--- src/rtl/pulp_cluster_package.sv ---
`default_nettype none
// ============================================================================
// Module      : pulp_cluster_package
// Description : Shared cluster types: address map rules, peripheral routes,
//               and the decode-error response word.
// Revision    : 1.0 - initial release
// ============================================================================
package pulp_cluster_package;

    localparam int unsigned PERIPH_NB_SLAVES = 10;
    localparam int unsigned PERIPH_ID_WIDTH  = 5;
    localparam int unsigned PERIPH_SLV_WIDTH =
        (PERIPH_NB_SLAVES > 1) ? $clog2(PERIPH_NB_SLAVES) : 1;

    localparam logic [31:0] PERIPH_DEMUX_ERR_RDATA = 32'hBADACCE5;

    typedef struct packed {
        logic [31:0] idx;
        logic [31:0] start_addr;
        logic [31:0] end_addr;
    } addr_map_rule_t;

    // err=1 means the internal error responder owns the transaction
    typedef struct packed {
        logic                        err;
        logic [PERIPH_SLV_WIDTH-1:0] slv;
        logic [PERIPH_ID_WIDTH-1:0]  id;
    } periph_route_t;

endpackage
`default_nettype wire

--- src/rtl/periph_route_fifo.sv ---
`default_nettype none
// ============================================================================
// Module      : periph_route_fifo
// Description : Synchronous FIFO of periph_route_t with wrap-around pointers.
// Revision    : 1.0 - initial release
// ============================================================================
module periph_route_fifo
    import pulp_cluster_package::*;
#(
    parameter  int unsigned DEPTH   = 4,
    localparam int unsigned c_PTR_W = (DEPTH > 1) ? $clog2(DEPTH) : 1,
    localparam int unsigned c_CNT_W = $clog2(DEPTH + 1)
) (
    input  logic          clk,
    input  logic          rst,
    input  logic          i_push,
    input  periph_route_t i_data,
    input  logic          i_pop,
    output periph_route_t o_head,
    output logic          o_full,
    output logic          o_empty
);

    periph_route_t        r_mem [DEPTH];
    logic [c_PTR_W-1:0]   r_wr_ptr;
    logic [c_PTR_W-1:0]   r_rd_ptr;
    logic [c_CNT_W-1:0]   r_count;
    logic                 w_push;
    logic                 w_pop;

    function automatic logic [c_PTR_W-1:0] f_next(input logic [c_PTR_W-1:0] p);
        return (p == c_PTR_W'(DEPTH - 1)) ? '0 : p + c_PTR_W'(1);
    endfunction

    assign o_full  = (r_count == c_CNT_W'(DEPTH));
    assign o_empty = (r_count == '0);
    assign w_push  = i_push & ~o_full;
    assign w_pop   = i_pop & ~o_empty;

    always_ff @(posedge clk) begin
        if (rst) begin
            r_wr_ptr <= '0;
            r_rd_ptr <= '0;
            r_count  <= '0;
        end else begin
            if (w_push) r_wr_ptr <= f_next(r_wr_ptr);
            if (w_pop)  r_rd_ptr <= f_next(r_rd_ptr);
            case ({w_push, w_pop})
                2'b10:   r_count <= r_count + c_CNT_W'(1);
                2'b01:   r_count <= r_count - c_CNT_W'(1);
                default: r_count <= r_count;
            endcase
        end
    end

    // Storage needs no reset: entries are only observed while counted valid
    always_ff @(posedge clk) begin
        if (w_push) r_mem[r_wr_ptr] <= i_data;
    end

    assign o_head = r_mem[r_rd_ptr];

endmodule
`default_nettype wire

--- src/rtl/cluster_periph_demux.sv ---
`default_nettype none
// ============================================================================
// Module      : cluster_periph_demux
// Description : Rule-table demux from the periph interconnect master to
//               NB_SLAVES plugs, in-order responses, internal error responder.
//               Optional decode-error counter: CLUSTER_PERIPH_DEMUX_ERR_CNT_EN.
// Revision    : 1.0 - initial release
// ============================================================================
module cluster_periph_demux
    import pulp_cluster_package::*;
#(
    parameter int unsigned NB_SLAVES       = PERIPH_NB_SLAVES,
    parameter int unsigned NB_RULES        = 10,
    parameter int unsigned DATA_WIDTH      = 32,
    parameter int unsigned ID_WIDTH        = PERIPH_ID_WIDTH,
    parameter int unsigned MAX_OUTSTANDING = 4
) (
    input  logic                                 clk_i,
    input  logic                                 rst_i,
    input  addr_map_rule_t [NB_RULES-1:0]        rules_i,
    input  logic                                 req_i,
    input  logic [31:0]                          add_i,
    input  logic                                 wen_i,
    input  logic [DATA_WIDTH-1:0]                wdata_i,
    input  logic [DATA_WIDTH/8-1:0]              be_i,
    input  logic [ID_WIDTH-1:0]                  id_i,
    output logic                                 gnt_o,
    output logic                                 r_valid_o,
    output logic [DATA_WIDTH-1:0]                r_rdata_o,
    output logic                                 r_opc_o,
    output logic [ID_WIDTH-1:0]                  r_id_o,
    output logic [NB_SLAVES-1:0]                 slv_req_o,
    output logic [31:0]                          slv_add_o,
    output logic                                 slv_wen_o,
    output logic [DATA_WIDTH-1:0]                slv_wdata_o,
    output logic [DATA_WIDTH/8-1:0]              slv_be_o,
    input  logic [NB_SLAVES-1:0]                 slv_gnt_i,
    input  logic [NB_SLAVES-1:0]                 slv_r_valid_i,
    input  logic [NB_SLAVES-1:0][DATA_WIDTH-1:0] slv_r_rdata_i,
    input  logic [NB_SLAVES-1:0]                 slv_r_opc_i,
    output logic [15:0]                          err_cnt_o
);

    localparam logic [DATA_WIDTH-1:0] c_ERR_RDATA = DATA_WIDTH'(PERIPH_DEMUX_ERR_RDATA);

    logic                        w_hit;
    logic [PERIPH_SLV_WIDTH-1:0] w_sel;
    logic                        w_full;
    logic                        w_empty;
    logic                        w_accept;
    logic [NB_SLAVES-1:0]        w_slv_req;
    periph_route_t               w_push_route;
    periph_route_t               w_head;
    logic                        w_head_resp;

    logic                        r_rsp_valid;
    logic [DATA_WIDTH-1:0]       r_rsp_rdata;
    logic                        r_rsp_opc;
    logic [ID_WIDTH-1:0]         r_rsp_id;

    // Scan from the top so the lowest-index matching rule is the last writer
    always_comb begin
        w_hit = 1'b0;
        w_sel = '0;
        for (int r = int'(NB_RULES) - 1; r >= 0; r--) begin
            if ((rules_i[r].idx < NB_SLAVES) &&
                (rules_i[r].end_addr > rules_i[r].start_addr) &&
                (add_i >= rules_i[r].start_addr) &&
                (add_i < rules_i[r].end_addr)) begin
                w_hit = 1'b1;
                w_sel = rules_i[r].idx[PERIPH_SLV_WIDTH-1:0];
            end
        end
    end

    assign w_accept = req_i & ~w_full;

    always_comb begin
        w_slv_req = '0;
        if (w_accept && w_hit) w_slv_req[w_sel] = 1'b1;
    end

    assign slv_req_o   = w_slv_req;
    assign gnt_o       = w_accept & (~w_hit | slv_gnt_i[w_sel]);
    assign slv_add_o   = add_i;
    assign slv_wen_o   = wen_i;
    assign slv_wdata_o = wdata_i;
    assign slv_be_o    = be_i;

    assign w_push_route.err = ~w_hit;
    assign w_push_route.slv = w_sel;
    assign w_push_route.id  = PERIPH_ID_WIDTH'(id_i);

    periph_route_fifo #(
        .DEPTH   (MAX_OUTSTANDING)
    ) u_route_fifo (
        .clk     (clk_i),
        .rst     (rst_i),
        .i_push  (gnt_o),
        .i_data  (w_push_route),
        .i_pop   (w_head_resp),
        .o_head  (w_head),
        .o_full  (w_full),
        .o_empty (w_empty)
    );

    // Only the slave owning the head route can complete; ERR completes at once
    assign w_head_resp = ~w_empty & (w_head.err | slv_r_valid_i[w_head.slv]);

    always_ff @(posedge clk_i) begin
        if (rst_i) begin
            r_rsp_valid <= 1'b0;
            r_rsp_rdata <= '0;
            r_rsp_opc   <= 1'b0;
            r_rsp_id    <= '0;
        end else begin
            r_rsp_valid <= w_head_resp;
            if (w_head_resp) begin
                r_rsp_id <= ID_WIDTH'(w_head.id);
                if (w_head.err) begin
                    r_rsp_opc   <= 1'b1;
                    r_rsp_rdata <= c_ERR_RDATA;
                end else begin
                    r_rsp_opc   <= slv_r_opc_i[w_head.slv];
                    r_rsp_rdata <= slv_r_rdata_i[w_head.slv];
                end
            end
        end
    end

    assign r_valid_o = r_rsp_valid;
    assign r_rdata_o = r_rsp_rdata;
    assign r_opc_o   = r_rsp_opc;
    assign r_id_o    = r_rsp_id;

`ifdef CLUSTER_PERIPH_DEMUX_ERR_CNT_EN
    logic [NB_SLAVES-1:0] w_consumed;
    logic                 w_stray;
    logic [16:0]          w_err_sum;
    logic [15:0]          r_err_cnt;

    assign w_consumed = (~w_empty & ~w_head.err & slv_r_valid_i[w_head.slv])
                        ? (NB_SLAVES'(1) << w_head.slv) : '0;
    assign w_stray    = |(slv_r_valid_i & ~w_consumed);
    assign w_err_sum  = {1'b0, r_err_cnt} + 17'(gnt_o & ~w_hit) + 17'(w_stray);

    always_ff @(posedge clk_i) begin
        if (rst_i) begin
            r_err_cnt <= '0;
        end else begin
            r_err_cnt <= w_err_sum[16] ? 16'hFFFF : w_err_sum[15:0];
        end
    end

    assign err_cnt_o = r_err_cnt;
`else
    assign err_cnt_o = 16'h0000;
`endif

endmodule
`default_nettype wire

--- config.mk ---
export PLATFORM = sky130hd
export DESIGN_NAME = cluster_periph_demux
export DESIGN_NICKNAME = d
export VERILOG_FILES = /design/src/rtl/pulp_cluster_package.sv /design/src/rtl/periph_route_fifo.sv /design/src/rtl/cluster_periph_demux.sv
export SDC_FILE = /design/constraint.sdc
export NUM_CORES = 2
export LEC_CHECK = 0
export ABC_AREA = 1
export BUFFER_PORTS_ARGS = -buffer_cell sky130_fd_sc_hd__buf_4
export CELL_PAD_IN_SITES_DETAIL_PLACEMENT = 1
export CELL_PAD_IN_SITES_GLOBAL_PLACEMENT = 1
export CORE_AREA = 2 2 601 603
export DETAILED_ROUTE_END_ITERATION = 10
export DIE_AREA = 0 0 603 605
export GPL_ROUTABILITY_DRIVEN = 0
export HOLD_SLACK_MARGIN = 0.1
export PLACE_DENSITY = 0.34
export SLEW_MARGIN = 20
export SYNTH_ARGS = -nofsm -noshare
export SYNTH_HDL_FRONTEND = slang
export SYNTH_SLANG_ARGS = --single-unit
export TNS_END_PERCENT = 10
--- constraint.sdc ---
create_clock -name clk_i -period 4.1 [get_ports clk_i]
set_input_delay 0.82 -clock clk_i [delete_from_list [all_inputs] [get_ports clk_i]]
set_output_delay 0.82 -clock clk_i [all_outputs]
set_load 0.03 [all_outputs]
==> out/qor.txt <==
Row count = 220
Seq/Total Area, Yosys = 0.0682
Initial antenna violation count = 120
Reg power frac = 0.101
WP data arrival = 4.78 ns
Crit end category = output port
Most used DFF post-synth = dfxtp_1
Comb power frac = 0.825
DRC = 0
Clock Sink Count = 88
Fin area = 56100 um^2
Final Util = 0.157
Vias = 42038
Failing checks = negative setup slack
Worst-path fanout max = 9
Wire length on met2 = 166000 um
Drt pass-1 iters = 5
Share of cells above drive strength 1 = 0.353
Async set-or-reset flop fraction in the synthesized netlist = 0
Clk pin slew, worst setup/hold paths = 0.08 ns
Total gr overflow = 0
Commonest cells after routing, fill and taps aside = buf_4 (2196), ha_1 (947), inv_1 (850)
Final TNS setup = -57.75 ns
Clock Power Share = 0.074
Final-report hold violation count = 0
Cell count after synthesis = 4841
Final Skew = 0.0134 ns
Met1 wire length = 99100 um
Root buffer cell = clkbuf_16
F_max = 0.179 GHz
Internal power = 0.00532 W
WL met3 = 10800 um
Number of synthesized flops with an enable pin = 40
Commonest non-fill, non-tap cell in the layout = buf_4
Slew Limit Fails = 0
Clock latency on the worst-skew pair = 0.39 ns
Mean Syn Cell Area = 6.55 um^2
Worst slack, placed = -2.68 ns
DP Area = 54600 um^2
Setup violators final = 60
Vias in the first global route = 46138
CP max-delay cell = nand4_1
Fin crit share = 1.37
Die X = 603 um
Port bufs = 1431
RSZ-0062 raised after global routing = yes
First-pass GRT wire length = 374000 um
Min Tclk post-route = 5.60 ns
Yosys warns = 0
Total die area = 365000 um^2
Crit path launch type = input port
Max Used Layer = met5
NumNets Final = 9343
Worst min path class = register to register
Worst R2R Setup Slack = 0.65 ns
I/O pin count = 1522
Clock Tree Buf Depth = 2
Area delta synth->final = 77.0%
CP max stage delay = 0.46 ns
Initial Utilization = 0.0885
Sw Ratio = 0.561
Die Span Y = 605 um
GRT Overall Usage = 0.149
Static Leak = 29.4 nW
Worst vdd ir = 0.387 mV
First-iteration detailed-routing DRC count = 1210
Slew margin rel. = 0.446
Pin count of the biggest net entering global routing = 95
Final Hold Slack = 0.481 ns
#FFs+latches synth = 88
Status = finished with violations
Final antenna-violating net count = 0
Max Cap Viol = 0
Pwr Density = 216 nW/um^2
Worst-Margin Slew = 0.822 ns
WL per Instance = 24.0 um
Switching Power = 0.00680 W
DP HPWL = 261000 um
CTS Buf Count = 9
Post-synthesis instance area = 31700 um^2
WL final = 284000 um
Worst setup margin = -1.50 ns
CTS tree = yes
Vias per cell = 3.56
H-tree depth = 3
Critical path required time = 3.28 ns
Crit Path Category = input port to output port
Netlist cell types = 67
Core area = 358000 um^2
-- flip-flops by register name, summed over array words and instances, names as in the netlist, named ones only --
register and flops:
r_id_o 5, r_opc_o 1, r_rdata_o 32, r_valid_o 1, u_route_fifo.r_count 3, u_route_fifo.r_mem 40
u_route_fifo.r_rd_ptr 2, u_route_fifo.r_wr_ptr 2
-- synth_stat cells (all sizes together), types with 5 or more instances --
master / count / area [um^2]
a31oi: 28 / 175
edfxtp: 40 / 1200
nand4: 87 / 574
nand3: 169 / 906
mux2i: 9 / 90.1
dfxtp: 48 / 961
a21oi: 511 / 2570
a221oi: 11 / 96.3
o221ai: 12 / 105
o31ai: 5 / 37.5
nor3: 47 / 250
a211oi: 19 / 148
a32o: 5 / 50.1
clkbuf: 69 / 259
o311ai: 15 / 131
or2: 14 / 87.6
nor4: 64 / 413
o21a: 27 / 203
buf: 99 / 699
nand2: 854 / 3250
nor2: 427 / 1620
a21boi: 6 / 48.8
nor4b: 5 / 43.8
o2111ai: 7 / 61.3
and3: 6 / 37.5
o211ai: 58 / 435
inv: 868 / 3260
ha: 956 / 12000
o22ai: 21 / 131
o21ai: 317 / 1590
clkinv: 5 / 18.8
-- per-layer routing --
metal	vias to the layer above	GRT usage
met5	-	0
met4	42	0.0356
met3	254	0.0223
met2	1031	0.319
met1	19908	0.145
li1	20803	-
-- critical path, delay by kind of cell --
family	cells	cell delay (ns)
simple gates	19	2.22
buf+inv	8	1.16
fa+ha+maj	1	0.31
compound gates	1	0.19
-- cell families (layout without fill, tap and decap cells) --
logic type                 count (synthesis)  after routing  synth area share
and+or+nand+nor                         1683           1683             0.229
AOI/OAI and AO/OA                       1062           1062             0.188
buffers and inverters                   1041           3189             0.134
adders and majority gates                957            957             0.378
DFF                                       88             88            0.0682
muxes                                      9              9           0.00284
other                                      1             55          0.000118
-- area by class of cell --
cell class              count  area, um^2
repair buffers           2300       18300
diodes                     39        97.6
multi-input cells        3727       26000
flip-flops and latches     88        2160
fillers                 43464      302000
inverters                 873        3300
well taps                4773        5970
clock inverters             7        72.6
clock buffers               9         225
-- repair_timing --
| action | CTS | global route |
|---|---|---|
| hold buffers | 0 | 0 |
| endpoints found under the setup margin | 76 | 72 |
| pin swaps | 31 | 47 |
| buffers inserted | 23 | 18 |
| gates resized for setup | 79 | 74 |
| cloned | 0 | 3 |
-- per-stage QoR --
step,total power [W],std cells
after floorplan,0.00581,4856
after global placement,0.0114,11717
after detailed placement,0.0115,11717
after CTS,0.0125,11756
after global routing,0.0133,11802
final,0.0121,11816
-- final timing paths --
| path | from | end | cells after the start |
|---|---|---|---|
| worst min register to register | r_rdata_o[9] | r_rdata_o[9] | 2 |
| worst max-delay path | add_i[17] | gnt_o | 29 |
| worst max register to register | register | r_rdata_o[11] | 12 |
| worst min-delay path | r_rdata_o[9] | r_rdata_o[9] | 2 |
-- power by group through the flow --
stage | combinational, W | sequential (W) | clock, W
after floorplan | 0.00434 | 0.00147 | 0
after global placement | 0.0101 | 0.00123 | 0
after detailed placement | 0.0102 | 0.00124 | 0
after CTS | 0.0103 | 0.00122 | 0.000947
after global routing | 0.0111 | 0.00124 | 0.000963
final | 0.0100 | 0.00122 | 0.000900
No activity file was read; power rests on OpenSTA's default activity.
